File: src/rtl/ro_freq_monitor.sv
// Ring-oscillator frequency monitor: counts synchronised rising edges of NCH
// oscillator inputs over back-to-back 2^GATE_LOG2-cycle windows.
module ro_freq_monitor #(
  parameter int NCH         = 2,
  parameter int CNT_W       = 16,
  parameter int GATE_LOG2   = 12,
  parameter int SYNC_STAGES = 2,
  parameter int CH_W        = (NCH > 1) ? $clog2(NCH) : 1
) (
  input  logic             clk,
  input  logic             rst_n,
  input  logic             en,
  input  logic [NCH-1:0]   osc_in,
  input  logic [CNT_W-1:0] thr_hi,
  input  logic [CNT_W-1:0] thr_lo,
  input  logic [CH_W-1:0]  ch_sel,
  output logic [CNT_W-1:0] count_out,
  output logic             sample_valid,
  output logic [NCH-1:0]   warn,
  output logic [NCH-1:0]   overflow
);
  localparam int ARM_W = $clog2(SYNC_STAGES + 1);
  localparam logic [ARM_W-1:0]     ARM_LAST   = ARM_W'(SYNC_STAGES);
  localparam logic [GATE_LOG2-1:0] TIMER_LAST = '1;
  localparam logic [CNT_W-1:0]     CNT_MAX    = '1;

  typedef enum logic [1:0] {IDLE, ARM, RUN} state_t;

  state_t                 state_q, state_d;
  logic [GATE_LOG2-1:0]   timer_q, timer_d;
  logic [ARM_W-1:0]       arm_cnt_q, arm_cnt_d;
  logic [SYNC_STAGES-1:0] sync_q [NCH];
  logic [SYNC_STAGES-1:0] sync_d [NCH];
  logic [NCH-1:0]         hist_q, hist_d;
  logic [CNT_W-1:0]       live_q [NCH];
  logic [CNT_W-1:0]       live_d [NCH];
  logic [CNT_W-1:0]       latched_q [NCH];
  logic [CNT_W-1:0]       latched_d [NCH];
  logic [NCH-1:0]         ovf_q, ovf_d;
  logic [NCH-1:0]         warn_q, warn_d;
  logic [NCH-1:0]         overflow_q, overflow_d;
  logic                   sample_valid_q, sample_valid_d;

  logic [NCH-1:0]         sync_out, edge_det, lost;
  logic [CNT_W-1:0]       sat_sum [NCH];
  logic                   terminal;

  // Synchroniser, edge detector and saturating adder per channel.
  for (genvar gi = 0; gi < NCH; gi++) begin : g_ch
    logic [CNT_W:0] sum;
    assign sync_d[gi]   = {sync_q[gi][SYNC_STAGES-2:0], osc_in[gi]};
    assign sync_out[gi] = sync_q[gi][SYNC_STAGES-1];
    assign edge_det[gi] = sync_out[gi] & ~hist_q[gi];
    assign sum          = {1'b0, live_q[gi]} + (CNT_W+1)'(edge_det[gi]);
    assign lost[gi]     = sum[CNT_W];
    assign sat_sum[gi]  = lost[gi] ? CNT_MAX : sum[CNT_W-1:0];
  end

  assign hist_d   = sync_out;
  assign terminal = (timer_q == TIMER_LAST);

  always_comb begin
    state_d        = state_q;
    timer_d        = timer_q;
    arm_cnt_d      = arm_cnt_q;
    live_d         = live_q;
    ovf_d          = ovf_q;
    latched_d      = latched_q;
    warn_d         = warn_q;
    overflow_d     = overflow_q;
    sample_valid_d = 1'b0;
    unique case (state_q)
      IDLE: begin
        timer_d   = '0;
        arm_cnt_d = '0;
        ovf_d     = '0;
        for (int i = 0; i < NCH; i++) live_d[i] = '0;
        if (en) state_d = ARM;
      end
      ARM: begin
        if (!en) begin
          state_d   = IDLE;
          arm_cnt_d = '0;
        end else if (arm_cnt_q == ARM_LAST) begin
          state_d   = RUN;
          timer_d   = '0;
          arm_cnt_d = '0;
        end else begin
          arm_cnt_d = arm_cnt_q + ARM_W'(1);
        end
      end
      RUN: begin
        if (!en) begin
          // Abort: the partial window is dropped, published results stay.
          state_d = IDLE;
          timer_d = '0;
          ovf_d   = '0;
          for (int i = 0; i < NCH; i++) live_d[i] = '0;
        end else begin
          timer_d        = timer_q + GATE_LOG2'(1);
          sample_valid_d = terminal;
          for (int i = 0; i < NCH; i++) begin
            if (terminal) begin
              latched_d[i]  = sat_sum[i];
              overflow_d[i] = ovf_q[i] | lost[i];
              live_d[i]     = '0;
              ovf_d[i]      = 1'b0;
              if (sat_sum[i] >= thr_hi)      warn_d[i] = 1'b1;
              else if (sat_sum[i] <= thr_lo) warn_d[i] = 1'b0;
            end else begin
              live_d[i] = sat_sum[i];
              ovf_d[i]  = ovf_q[i] | lost[i];
            end
          end
        end
      end
      default: state_d = IDLE;
    endcase
  end

  always_ff @(posedge clk or negedge rst_n) begin
    if (!rst_n) begin
      state_q        <= IDLE;
      timer_q        <= '0;
      arm_cnt_q      <= '0;
      hist_q         <= '0;
      ovf_q          <= '0;
      warn_q         <= '0;
      overflow_q     <= '0;
      sample_valid_q <= 1'b0;
      for (int i = 0; i < NCH; i++) begin
        sync_q[i]    <= '0;
        live_q[i]    <= '0;
        latched_q[i] <= '0;
      end
    end else begin
      state_q        <= state_d;
      timer_q        <= timer_d;
      arm_cnt_q      <= arm_cnt_d;
      hist_q         <= hist_d;
      ovf_q          <= ovf_d;
      warn_q         <= warn_d;
      overflow_q     <= overflow_d;
      sample_valid_q <= sample_valid_d;
      sync_q         <= sync_d;
      live_q         <= live_d;
      latched_q      <= latched_d;
    end
  end

  // Out-of-range selects fall back to channel 0.
  always_comb begin
    count_out = latched_q[0];
    for (int i = 1; i < NCH; i++) begin
      if (int'(ch_sel) == i) count_out = latched_q[i];
    end
  end

  assign sample_valid = sample_valid_q;
  assign warn         = warn_q;
  assign overflow     = overflow_q;
endmodule
File: config.mk
export PLATFORM = sky130hd
export DESIGN_NAME = ro_freq_monitor
export DESIGN_NICKNAME = d
export VERILOG_FILES = /design/src/rtl/ro_freq_monitor.sv
export SDC_FILE = /design/constraint.sdc
export NUM_CORES = 1
export LEC_CHECK = 0
export CORE_UTILIZATION = 38
export CTS_CLUSTER_SIZE = 24
export DETAILED_ROUTE_END_ITERATION = 10
export SYNTH_ARGS = -nofsm -noshare
export SYNTH_HDL_FRONTEND = slang
export SYNTH_SLANG_ARGS = --single-unit
File: constraint.sdc
create_clock -name clk -period 4.35 [get_ports clk]
set_clock_uncertainty 0.1 [all_clocks]
set_input_delay 0.87 -clock clk [delete_from_list [all_inputs] [get_ports clk]]
set_output_delay 0.87 -clock clk [all_outputs]
set_load 0.005 [all_outputs]
==> results of run 1 <==
==> power by group <==
| group | internal (W) | leakage [nW] | total (W) | switching (W) |
|---|---|---|---|---|
| clock network | 0.000478 | 0.150 | 0.000822 | 0.000344 |
| registers | 0.000869 | 1.28 | 0.000871 | 0.00000258 |
| logic | 0.0000568 | 2.11 | 0.000132 | 0.0000751 |
==> cell usage after synthesis (2+ instances only) <==
library cell | count | share of area [%]
o31ai_1 | 3 | 0.37
nor4_2 | 2 | 0.41
nand3b_1 | 2 | 0.25
inv_1 | 47 | 2.9
o21a_1 | 5 | 0.62
a32o_1 | 2 | 0.33
buf_12 | 2 | 0.66
nor3_1 | 11 | 0.91
nor2_1 | 34 | 2.1
a21boi_0 | 3 | 0.37
nor2b_1 | 6 | 0.62
mux2_4 | 10 | 2.5
o21ai_0 | 57 | 4.7
a211o_1 | 6 | 0.87
xnor2_1 | 7 | 1.0
clkbuf_1 | 15 | 0.93
mux2_2 | 23 | 4.3
mux2i_1 | 2 | 0.33
and4_1 | 6 | 0.87
o41ai_1 | 2 | 0.29
buf_2 | 2 | 0.16
and3_1 | 6 | 0.62
dfrtp_1 | 93 | 38
a22o_1 | 18 | 2.6
or3_1 | 4 | 0.41
a21oi_1 | 32 | 2.6
o211ai_1 | 6 | 0.74
ha_1 | 69 | 14
nand2b_1 | 5 | 0.52
nor4_1 | 6 | 0.62
a31oi_1 | 8 | 0.82
nand2_1 | 80 | 4.9
nand4_1 | 21 | 2.2
xor2_1 | 8 | 1.2
a21o_1 | 5 | 0.62
nand3_1 | 18 | 1.5
==> metal layers <==
layer	track usage [%]	part of all wire [%]	vias up
li1	-	-	2435
met3	4.03	4.4	36
met1	27.0	45	2453
met2	35.4	49	114
met5	0	0	-
met4	6.99	2.2	0
==> per-stage QoR <==
step	utilization (%)	setup slack [ns]
after floorplan	-	0.931
after global placement	44.7	0.476
after detailed placement	44.7	0.353
after CTS	46.7	0.304
after global routing	46.7	0.128
final	46.7	0.458
==> layout make-up <==
class                           count  area share (%)
Tap cell                          211            3.68
Clock buffer                       13            3.62
Multi-Input combinational cell    481            48.1
Inverter                           48            2.61
Sequential cell                    93            32.4
Clock inverter                      3           0.610
Timing Repair Buffer               67            8.99
==> critical path: stages, from the launching register on <==
cell,delay (ns)
dfrtp_1,0.34
nor2b_1,0.14
ha_1,0.19
ha_1,0.23
nand4_1,0.26
or4_1,0.79
o41a_1,0.19
nand2_1,0.16
ha_1,0.17
nand3_1,0.13
nor4_1,0.50
a21boi_0,0.34
a211o_1,0.14
a32o_1,0.15
==> what timing repair did <==
action,CTS,global route
endpoints found under the setup margin,0,1
hold endpoints to repair,0,0
resized for setup,0,1
==> logic make-up after synthesis <==
group | count (synthesis)
xor+xnor | 15
compound gates | 155
buf+inv | 70
mux | 35
fa+ha+maj | 69
flops | 93
simple gates | 207
==> final timing paths <==
path	start	depth (start not counted)	end	slack, ns
max in group asynchronous	rst_n	2	live_q[11]$_DFFE_PN0P_	2.90
min	sync_d[1]$_DFF_PN0_	0	hist_d[1]$_DFF_PN0_	0.25
min reg2reg	sync_d[1]$_DFF_PN0_	0	hist_d[1]$_DFF_PN0_	0.25
max reg2reg	hist_d[0]$_DFF_PN0_	13	warn[0]$_DFFE_PN0P_	0.46
max	hist_d[0]$_DFF_PN0_	13	warn[0]$_DFFE_PN0P_	0.46
min in group asynchronous	rst_n	1	latched_q[5]$_DFFE_PN0P_	0.41
==> impl_metrics.ini, run 1 <==
[synth]
synth_fa_ha_area_share_pct = 14.2
postSynth.asyncResetShare_pct = 100
muxShareOfSynthArea_pct = 7.07
synth_area_um2 = 6070
synth_nets = 751
synth_compound_area_share_pct = 16.0
syn_inst = 644
synth_seq_cells = 93
syn_avg_cell_area_um2 = 9.43
yosysWarnings = 0
synth.distinct_cells = 54
synth_simple_gate_area_share_pct = 17.0
ys_seq_area_share_pct = 38.3
synthFlopType = dfrtp_1
synth-xor-area-share_pct = 2.16
synth-edff-count = 0
synth_top_family_by_area = simple AND/OR/NAND/NOR gates

[timing]
finalSetupViolCount = 0
fmax_mhz = 257
period_needed_ns = 3.89
rsz0062_at_grt = no
maxSlewViolCount = 0
whs_ns = 0.251
final_hold_viol_count = 0
slew_headroom_pct = 31.4
tns_ns = 0
post-route-period-util_pct = 89.5
worst_pin_slew_ns = 1.03

[cts]
cts_tree = done
clkSinkCount = 93
postCtsHoldBufs = 0
post_cts_buffers = 0
clkTransAtPathRegs_ns = 0.07
clk-insertion-delay-late_ns = 0.35
cts-buffers-inserted = 9
cts.path.max_buffers = 2
cts_htree_levels = 3
root_buffer = clkbuf_16

[global_routing]
grt.total_usage_pct = 21.0
grt-ovfl-total = 0
grt_pass1_vias = 5082
grt_max_degree = 42
grt_pass1_wl_um = 26500
antenna_found_initial = 0

[drt]
ant_nets = 0
routedWlPerCell_um = 17.7
dr.pass1.iters = 5
drt-total-wl_um = 16200
drtIter0Drc = 331
drc_errors = 0
vias = 5038
vias_per_cell = 5.50

[finish]
nets = 807
reg_top3 = latched_q (32), live_q (32), timer_q (12)
instances_no_fill = 916
layout_commonest_cell = dfrtp_1
final_cell_mix = dfrtp_1, nand2_1, ha_1
multi_input_area_um2 = 3450
final_layout_size_suffix_gt1_share_pct = 9.22
syn_to_final_growth_pct = 18.3
seqCellArea_um2 = 2330
num-fill-cells = 1464
antennaDiodeCount = 0
post-route-cell-area_um2 = 7180

[min_path]
hold_class = reg -> reg

[critical_path]
critPathKind = reg -> reg
crit_arrival_ns = 4.08
crit_fanout = 10
cp-start-kind = flop
critical_path_required_ns = 4.54
critPathCaptureType = flop

[pwr]
total_power_w = 0.00182
power_density_nw_per_um2 = 254
ir_drop_mv = 0.176
p_leak_nw = 3.54

[place]
dpl-instance-area_um2 = 6870
placedCellCount = 900
hpwl_um = 12100
io_buffer_count = 58
routabilityCongestion = 0.901

[floorplanning]
ioPinCount = 59
initial_utilization_pct = 39.5
die_x_um = 128
rows = 45
core_um2 = 15400
die_h_um = 128
dieArea_um2 = 16500

[run_status]
status = finished, final reports clean

[run]
max_cap_viol_count = 0
Power figures use the tool's default switching activity.
==> run 2, diff against run 1 <==
- CORE_MARGIN: default -> 8
==> run 2 against run 1 <==
  * Via count down 0.52%
  * Combinational power about the same
  * Core utilization down 1.3 points
  * Clock power down 6.8%
  * Sequential share of layout area up 0.051 points
  * Global-route usage down 4.2 points
  * Wire length up 1.2%
  * Clock-buffer cell count down 1
  * Cell count up 0.55%
  * Power down 3.0%
  * First-iteration DRC count down 1.5%
  * Fmax down 1.3%
==> impl_metrics.ini, run 2 (same netlist as run 1, synthesis figures left out) <==
[run_status]
status = finished, final reports clean

[critical_path]
r2r_cells = 12
crit_start = hist_d[0]$_DFF_PN0_
cp-start-kind = flop
crit_fanout = 10
r2r_setup_slack_ns = 0.41
critPathKind = reg -> reg
crit_arrival_ns = 4.09
critical_path_required_ns = 4.50
timing.rr.end = warn[0]$_DFFE_PN0P_
critPathCaptureType = flop
r2r_start = hist_d[0]$_DFF_PN0_

[timing]
period_needed_ns = 3.94
whs_ns = 0.250
fmax_mhz = 254
worst_pin_slew_ns = 1.18
rsz0062_at_grt = no
setup_ws_ns = 0.406
final_hold_viol_count = 0
maxSlewViolCount = 0
tns_ns = 0
finalSetupViolCount = 0
post-route-period-util_pct = 90.7
slew_headroom_pct = 21.3

[finish]
finish.utilization_pct = 45.5
nets = 807
antennaDiodeCount = 0
reg_top3 = latched_q (32), live_q (32), timer_q (12)
final_cell_mix = dfrtp_1, nand2_1, ha_1
layout_commonest_cell = dfrtp_1
final_layout_size_suffix_gt1_share_pct = 9.22
instances_no_fill = 921
syn_to_final_growth_pct = 18.1
num-fill-cells = 1557

[global_routing]
grt-ovfl-total = 0
antenna_found_initial = 0
grt.total_usage_pct = 16.8
grt_max_degree = 43
grt_pass1_wl_um = 26400
grt_pass1_vias = 4992

[pwr]
p_leak_nw = 3.52
swShare_pct = 23.9
p_switching_w = 0.000423
power_density_nw_per_um2 = 247
internal_power_w = 0.00135
seq_power_share_pct = 49.3
clockPowerShare_pct = 43.3
ir_drop_mv = 0.177
power_frac_comb_pct = 7.4

[min_path]
min_delay_worst_endpoint = hist_d[1]$_DFF_PN0_
hold_class = reg -> reg
min_from = sync_d[1]$_DFF_PN0_
min_path_cells = 0

[cts]
cts_resized = 0
postCtsHoldBufs = 0
cts.path.max_buffers = 2
cts_htree_levels = 3
root_buffer = clkbuf_16
cts_tree = done
clk-insertion-delay-late_ns = 0.36
post_cts_buffers = 0
cts-buffers-inserted = 9
clkTransAtPathRegs_ns = 0.07
clkSinkCount = 93

[drt]
vias = 5012
ant_nets = 0
dr.pass1.iters = 5
drtIter0Drc = 326
top_layer = met4
routedWlPerCell_um = 17.8
drc_errors = 0
wirelength_met1_um = 7130
drt-total-wl_um = 16400
wl_met2_um = 8180
vias_per_cell = 5.44
met3_length_um = 674

[floorplanning]
rows = 46
core_um2 = 15800
die_x_um = 142
initial_utilization_pct = 38.5
dieArea_um2 = 20300
ioPinCount = 59
die_h_um = 142

[run]
max_cap_viol_count = 0

[place]
placedCellCount = 905
pre_cts_ws_ns = 0.451
hpwl_um = 12300
routabilityCongestion = 0.893
io_buffer_count = 58
==> run 2: cell types whose count changed in the layout (fill, tap and decap cells not counted), sizes merged <==
cell,delta
bufinv,-1
clkbuf,-1
clkinvlp,+2
==> run 2: worst max-delay path: stages, from the launching register on <==
cell	delay, ns
dfrtp_1	0.34
nor2b_1	0.13
ha_1	0.20
ha_1	0.24
nand4_1	0.27
or4_1	0.80
o21ai_0	0.29
ha_1	0.35
a211o_1	0.29
a21oi_1	0.18
o21ai_0	0.11
a211o_1	0.30
a32o_1	0.24
==> run 2: through the flow <==
stage / cell area, um^2 / total power (W)
2_1_floorplan: 6070 / 0.000945
3_5_place_dp: 6880 / 0.00102
4_1_cts: 7170 / 0.00180
3_3_place_gp: 6880 / 0.00102
5_1_grt: 7170 / 0.00184
6_report: 7170 / 0.00177
==> run 2: per-layer routing <==
layer,GRT usage [%],up-vias
met3,2.95,31
met1,20.2,2439
met2,28.8,103
li1,-,2439
met5,0,-
met4,7.05,0
==> run 2: cell type report <==
type                    count  area (um^2)  area share (%)
clock buffers              12          256            3.58
well taps                 216          270            3.77
repair buffers             67          646            9.01
flip-flops and latches     93         2330            32.5
inverters                  48          188            2.62
multi-input cells         481         3450            48.1
clock inverters             4         32.5           0.454
==> run 2: worst max-delay path by stage <==
stage	end	depth (start not counted)
floorplan	warn[0]$_DFFE_PN0P_	13
global placement	warn[0]$_DFFE_PN0P_	12
detailed placement	warn[0]$_DFFE_PN0P_	12
CTS	warn[0]$_DFFE_PN0P_	12
global route	warn[1]$_DFFE_PN0P_	14
finish	warn[0]$_DFFE_PN0P_	12
==> run 2: power by group through the flow <==
stage	Clock [W]	Combinational (W)	Sequential, W
2_1_floorplan	0	0.0000572	0.000888
3_3_place_gp	0	0.000130	0.000888
3_5_place_dp	0	0.000134	0.000888
4_1_cts	0.000795	0.000134	0.000871
5_1_grt	0.000821	0.000148	0.000872
6_report	0.000766	0.000132	0.000872
==> run 3, diff against run 2 <==
- ABC_CLOCK_PERIOD_IN_PS: default -> 4350
==> results of run 3 <==
Final layout, timing and power as in run 2 (identical DEF).
